`config.mk`:
```
export PLATFORM = sky130hd
export DESIGN_NAME = display_mux4
export DESIGN_NICKNAME = d
export VERILOG_FILES = /design/src/rtl/display_mux4.sv
export SDC_FILE = /design/constraint.sdc
export NUM_CORES = 1
export LEC_CHECK = 0
export CORE_ASPECT_RATIO = 1.25
export CORE_MARGIN = 5
export CORE_UTILIZATION = 30
export DETAILED_ROUTE_END_ITERATION = 10
export SLEW_MARGIN = 20
export SYNTH_ARGS = -nofsm -noshare
export SYNTH_HDL_FRONTEND = slang
export SYNTH_SLANG_ARGS = --single-unit
```
`constraint.sdc`:
```
create_clock -name ck -period 2.06 [get_ports ck]
set_input_delay 0.309 -clock ck [delete_from_list [all_inputs] [get_ports ck]]
set_output_delay 0.309 -clock ck [all_outputs]
set_load 0.01 [all_outputs]
```
`src/rtl/display_mux4.sv`:
```
// Four-digit multiplexed 7-segment driver for the clock display.
// Scans minutes/hours BCD digits with blink, decimal point and leading-zero blanking.
module display_mux4 #(
    parameter int REFRESH_DIV = 100000,
    parameter int BLINK_TICKS = 250,
    parameter bit AN_ACT_LOW  = 1'b1,
    parameter bit SEG_ACT_LOW = 1'b1
) (
    input  logic       ck,
    input  logic       rst,
    input  logic [3:0] display1,
    input  logic [3:0] display2,
    input  logic [3:0] display3,
    input  logic [3:0] display4,
    input  logic [3:0] blink_mask,
    input  logic [3:0] dp_mask,
    input  logic       blank_lz,
    output logic [3:0] an,
    output logic [6:0] seg,
    output logic       dp
);

    localparam int PW = $clog2(REFRESH_DIV);
    localparam int BW = (BLINK_TICKS > 1) ? $clog2(BLINK_TICKS) : 1;
    localparam logic [PW-1:0] P_LAST = PW'(REFRESH_DIV - 1);
    localparam logic [BW-1:0] B_LAST = BW'(BLINK_TICKS - 1);

    logic [PW-1:0] pcnt;
    logic [BW-1:0] bcnt;
    logic [1:0]    sel;
    logic          bphase;
    logic          tick;

    logic [3:0] digit;
    logic       blank;
    logic [3:0] an_l;
    logic [6:0] seg_l;
    logic       dp_l;

    function automatic logic [6:0] decode(input logic [3:0] v);
        logic [6:0] s;
        case (v)
            4'd0:    s = 7'h3F;
            4'd1:    s = 7'h06;
            4'd2:    s = 7'h5B;
            4'd3:    s = 7'h4F;
            4'd4:    s = 7'h66;
            4'd5:    s = 7'h6D;
            4'd6:    s = 7'h7D;
            4'd7:    s = 7'h07;
            4'd8:    s = 7'h7F;
            4'd9:    s = 7'h6F;
            default: s = 7'h40;
        endcase
        return s;
    endfunction

    assign tick = (pcnt == P_LAST);

    always_comb begin
        digit = display1;
        unique case (sel)
            2'd0: digit = display1;
            2'd1: digit = display2;
            2'd2: digit = display3;
            2'd3: digit = display4;
        endcase
        // Blanked digits keep their anode on so every slot has equal on-time.
        blank = (bphase & blink_mask[sel])
              | ((sel == 2'd3) & blank_lz & (display4 == 4'd0));
        seg_l = blank ? 7'h00 : decode(digit);
        an_l  = 4'b0001 << sel;
        dp_l  = dp_mask[sel];
    end

    always_ff @(posedge ck) begin
        if (rst) begin
            pcnt   <= '0;
            sel    <= 2'd0;
            bcnt   <= '0;
            bphase <= 1'b0;
            an     <= {4{AN_ACT_LOW}};
            seg    <= {7{SEG_ACT_LOW}};
            dp     <= SEG_ACT_LOW;
        end else begin
            pcnt <= tick ? '0 : pcnt + 1'b1;
            if (tick) begin
                sel <= sel + 2'd1;
                if (bcnt == B_LAST) begin
                    bcnt   <= '0;
                    bphase <= ~bphase;
                end else begin
                    bcnt <= bcnt + 1'b1;
                end
            end
            an  <= an_l ^ {4{AN_ACT_LOW}};
            seg <= seg_l ^ {7{SEG_ACT_LOW}};
            dp  <= dp_l ^ SEG_ACT_LOW;
        end
    end

endmodule

```
# --- After elaboration in Yosys (flattened, before gate mapping) ---
# Memory sizes are Yosys's and may differ from the RTL's.
# Index checks and enable logic that the tools add are counted.
totals:
  ff_bits: 40
  mem_bits_ro: 112
  in_bits: 27
  output_inout_bits: 12
  word_cells: 37
  n_memories: 1
memory_table:
  columns: ["name", "words", "width", "read_ports", "rd_clocked_by_memory_dff", "wr", "line", "rtl"]
  rows:
  - ["(no name shown)", 16, 7, 1, 0, 0, "42", "case (v)"]
op_classes:
  n_addsub: 3
  n_lt_le_gt_ge: 1
  eq_ne: 5
  n_shift: 1
  muxes: 7
  bitwise_logic: 8
  reduce_logical: 4
ops:
  columns: ["cell", "n"]
  rows:
  - ["$add A17 B1 Y17 const B", 1]
  - ["$eq A17 B17 Y1 const B", 1]
  - ["$pmux W4 S4", 1]
  - ["$add A8 B1 Y8 const B", 1]
  - ["$eq A8 B8 Y1 const B", 1]
  - ["$mux W8", 1]
  - ["$mux W7", 1]
  - ["$not A7 Y7", 1]
  - ["$bmux W1 S2", 2]
  - ["$eq A2 B2 Y1 const B", 2]
  - ["$logic_not A4 Y1", 1]
  - ["$not A4 Y4", 1]
  - ["$shl A1 B2 Y4 const A", 1]
  - ["$and A1 B1 Y1", 3]
  - ["$lt A2 B3 Y1 const B", 1]
  - ["$add A2 B1 Y2 const B", 1]
  - ["$eq A2 B1 Y1 const B", 1]
  - ["$logic_not A2 Y1", 1]
  - ["$mux W1", 2]
  - ["$not A1 Y1", 2]
  - ["$reduce_and A2 Y1", 1]
  - ["$reduce_or A2 Y1", 1]
  - ["$or A1 B1 Y1", 1]

# --- Depth between registers and ports, before layout ---
logic_depth:
  ltp_word: 6
  depth_mapped: 9
  depth_no_buf: 9

# --- Worst setup path after synthesis ---
# Ideal clock, no wire load.
synth_timing:
  kind: "register to register"
  from: "register pcnt[11]"
  to: "register pcnt[10]"
  setup_time_ps: 117
  arrival_ps: 1968
  t_required_ps: 1943
  setup_slack_ps: -26
  path_stages_with_launch: 7
  n_path_buf: 2
  period_less_slack_ps: 2086
  path_cell_list: "dfxtp_1 > or4_1 > or4_4 > buf_6 > o21ai_2 > buf_2 > nor2_1"
synth_via:
  elab_chain_cells: 2
synth_lines:
  columns: ["item", "line", "rtl"]
  rows:
  - ["start, declared", "28", "logic [PW-1:0] pcnt;"]
  - ["start signal, assigned", "86", "pcnt <= tick ? '0 : pcnt + 1'b1;"]
  - ["$eq A17 B17 Y1", "58", "assign tick = (pcnt == P_LAST);"]
  - ["$reduce_or A2 Y1 (no line)", null, null]
# Every way passes these cells.
# A chain may end at the register's enable or synchronous reset.

# --- Worst setup path after layout ---
layout_timing:
  from: "register pcnt[13]"
  to: "register bphase"
layout_via:
  elab_chain_cells: 2
layout_lines:
  columns: ["item", "line", "rtl"]
  rows:
  - ["$eq A17 B17 Y1", "58", null]
  - ["$reduce_and A2 Y1 (no line)", null, null]
  - ["end signal, assigned", "91", "bphase <= ~bphase;"]
  - ["end, declared", "31", "logic bphase;"]
# Every way passes these cells.

==> results.json <==
{
  "postLayoutCoreUtil_pct": 43.49,
  "ys_ff_latch": 40,
  "port_buffers": 38,
  "grt_pass1_vias": 1929,
  "drt-pass1-iter-count": 5,
  "synth.avg_cell_area_um2": 8.835,
  "p_leak_uw": 0.001061,
  "wl_per_cell_um": 12.77,
  "pwr-share-comb_pct": 12.1,
  "htreeDepth": 2,
  "ff_latch_area_um2": 803.3,
  "synthArstFlopShare_pct": 0,
  "ant_nets": 0,
  "required_ps": 2280,
  "ir_drop_mv": 0.3090,
  "synth_simple_gate_area_share_pct": 21.37,
  "syn-cell-area_um2": 2032,
  "internal-power_uw": 1128,
  "synth_area_leaders": "dfxtp_1 39%, ha_1 8.0%, a21oi_1 3.7%",
  "crit_type": "flip-flop to flip-flop",
  "grt_pass1_wl_um": 8507,
  "tns_ps": -35.80,
  "place_area_um2": 2705,
  "hpwl_um": 3765,
  "power.share.clock_pct": 33.2,
  "netlist.area_leader.share_pct": 39.41,
  "antenna_found_initial": 0,
  "rsz0062_at_grt": "true",
  "fin_ws_ps": -35.80,
  "coreArea_um2": 6565,
  "p_seq_share_pct": 54.7,
  "cts_buffer_depth": 2,
  "cts_tree": "done",
  "cts.sinks": 40,
  "startpoint_type": "flip-flop",
  "yosysWarnings": 0,
  "io_pins": 39,
  "grt_max_degree": 16,
  "worstPathArrival_ps": 2320,
  "synth-main-ff-cell": "dfxtp_1",
  "track_usage_pct": 12.05,
  "dieArea_um2": 8529,
  "area_delta_synth_final_pct": 40.52,
  "swShare_pct": 22.60,
  "place.gp.congestion": 0.7693,
  "drv_slew": 0,
  "finalCriticalPeriod_ps": 2096,
  "finalCritPeriodShare_pct": 101.7,
  "clkLatencyLatePin_ps": 290,
  "dr.first_iter.drc_count": 80,
  "hold_path.class": "flip-flop to flip-flop",
  "clkTransAtPathRegs_ps": 80,
  "synth_compound_area_share_pct": 18.97,
  "multi_input_area_um2": 1195,
  "syn_nets": 270,
  "wl_um": 4915,
  "setup_viol": 1,
  "synth_edf_count": 0,
  "yosysTopAreaCell": "dfxtp_1",
  "cts_hold_buf": 0,
  "synth_fa_ha_area_share_pct": 8.005,
  "diodes": 0,
  "grt-ovfl-total": 0,
  "netlist_instances": 230,
  "ys_types": 45,
  "p_sw_uw": 329.2,
  "critPathCaptureType": "flip-flop",
  "die_w_um": 83.61,
  "finClkSkew_ps": 7.228,
  "num_vias": 1914,
  "viasPerCell": 4.971,
  "drive_above_1_share_pct": 18.79,
  "status": "finished with violations",
  "final_cell_mix": "38 x dfxtp_1, 38 x clkdlybuf4s50_1, 27 x buf_4",
  "fmax_ghz": 0.4771,
  "powerDensity_nw_per_um2": 510.2,
  "clock-root-buffer": "clkbuf_8",
  "violations": "negative setup slack",
  "design_area_um2": 2855,
  "relSlewSlack_pct": 70.61,
  "hold_viol": 0,
  "nets": 338,
  "synth_mux_area_share_pct": 3.202,
  "yosysSeqAreaShare_pct": 39.41,
  "num-fill-cells": 641,
  "path_max_fanout": 7,
  "rows": 33,
  "holdWs_ps": 493.6,
  "maxCapViolCount": 0,
  "start_util_pct": 30.95,
  "synth-xor-area-share_pct": 4.741,
  "die_h_um": 102.0,
  "synth_top_family_by_area": "simple AND/OR/NAND/NOR gates",
  "cts_buffers": 5,
  "worstMarginPinSlew_ps": 440.6,
  "drcViolationCount": 0
}
-- registers in the layout, indices dropped and copies added (netlist names) --
| register | cells |
|---|---|
| pcnt | 17 |
| an | 4 |
| seg | 7 |
| dp | 1 |
| sel | 2 |
| bphase | 1 |
| bcnt | 8 |
-- power by group through the flow --
stage / sequential, uW / combinational, uW / clock, uW
after floorplan: 821 / 56.7 / 0
after global placement: 815 / 169 / 0
after detailed placement: 815 / 171 / 0
after CTS: 797 / 172 / 512
after global routing: 800 / 191 / 552
final: 797 / 176 / 484
-- area by class of cell --
| class | count | share of cell area [%] |
|---|---|---|
| clock buffer | 6 | 2.542 |
| clock inverter | 1 | 0.1753 |
| inverter | 15 | 1.972 |
| multi-input combinational | 169 | 41.85 |
| sequential | 40 | 28.13 |
| tap | 87 | 3.812 |
| timing repair buffer | 67 | 21.52 |
-- cell usage after synthesis (5+ instances only) --
cell type,count
a21oi_1,15
a311oi_1,5
dfxtp_1,40
ha_1,13
inv_1,15
nand2_1,16
nand3_1,12
nor2_1,20
nor3_1,5
o21ai_0,13
or3_1,5
xnor2_1,8
-- worst max-delay path, cell delays in order (launching register included) --
cell and delay, ps:
dfxtp_2 320, or4_4 520, or4_4 580, or4_4 500
a21oi_2 120
-- through the flow --
stage | setup WS, ps | total power, uW | instances
floorplan | -17.06 | 878.1 | 230
CTS | -41.00 | 1481 | 384
global placement | -28.80 | 983.8 | 376
global route | -117.1 | 1544 | 385
finish | -35.80 | 1457 | 385
detailed placement | -39.96 | 986.6 | 376
-- what timing repair did --
action | CTS | global route
buffers inserted | 1 | 1
gates resized for setup | 1 | 16
pin swaps | 2 | 5
setup endpoints to repair | 1 | 14
-- kinds of logic after synthesis --
family | Yosys count
AND/OR/NAND/NOR | 84
AO/OA/AOI/OAI | 57
flip-flops | 40
buffers and inverters | 21
adder cells (fa/ha/maj) | 13
XOR/XNOR | 11
multiplexers | 4
-- layer usage --
metal,vias to the layer above,GRT usage (%),part of all wire [%]
met3,4,3.790,5.5
met2,48,21.00,47
met5,-,0,0
met1,885,14.26,47
met4,0,3.713,0.85
li1,977,-,-
-- path summary, 6_finish.rpt --
kind | cells after the start | slack [ps] | to | start
setup reg to reg | 4 | -40 | bphase$_SDFFE_PP0P_ | pcnt[13]$_SDFF_PP0_
setup / recovery | 4 | -40 | bphase$_SDFFE_PP0P_ | pcnt[13]$_SDFF_PP0_
hold / removal | 1 | 490 | bcnt[7]$_SDFFE_PP0N_ | bcnt[7]$_SDFFE_PP0N_
hold reg to reg | 1 | 490 | bcnt[7]$_SDFFE_PP0N_ | bcnt[7]$_SDFFE_PP0N_
No activity file was read; power rests on OpenSTA's default activity.
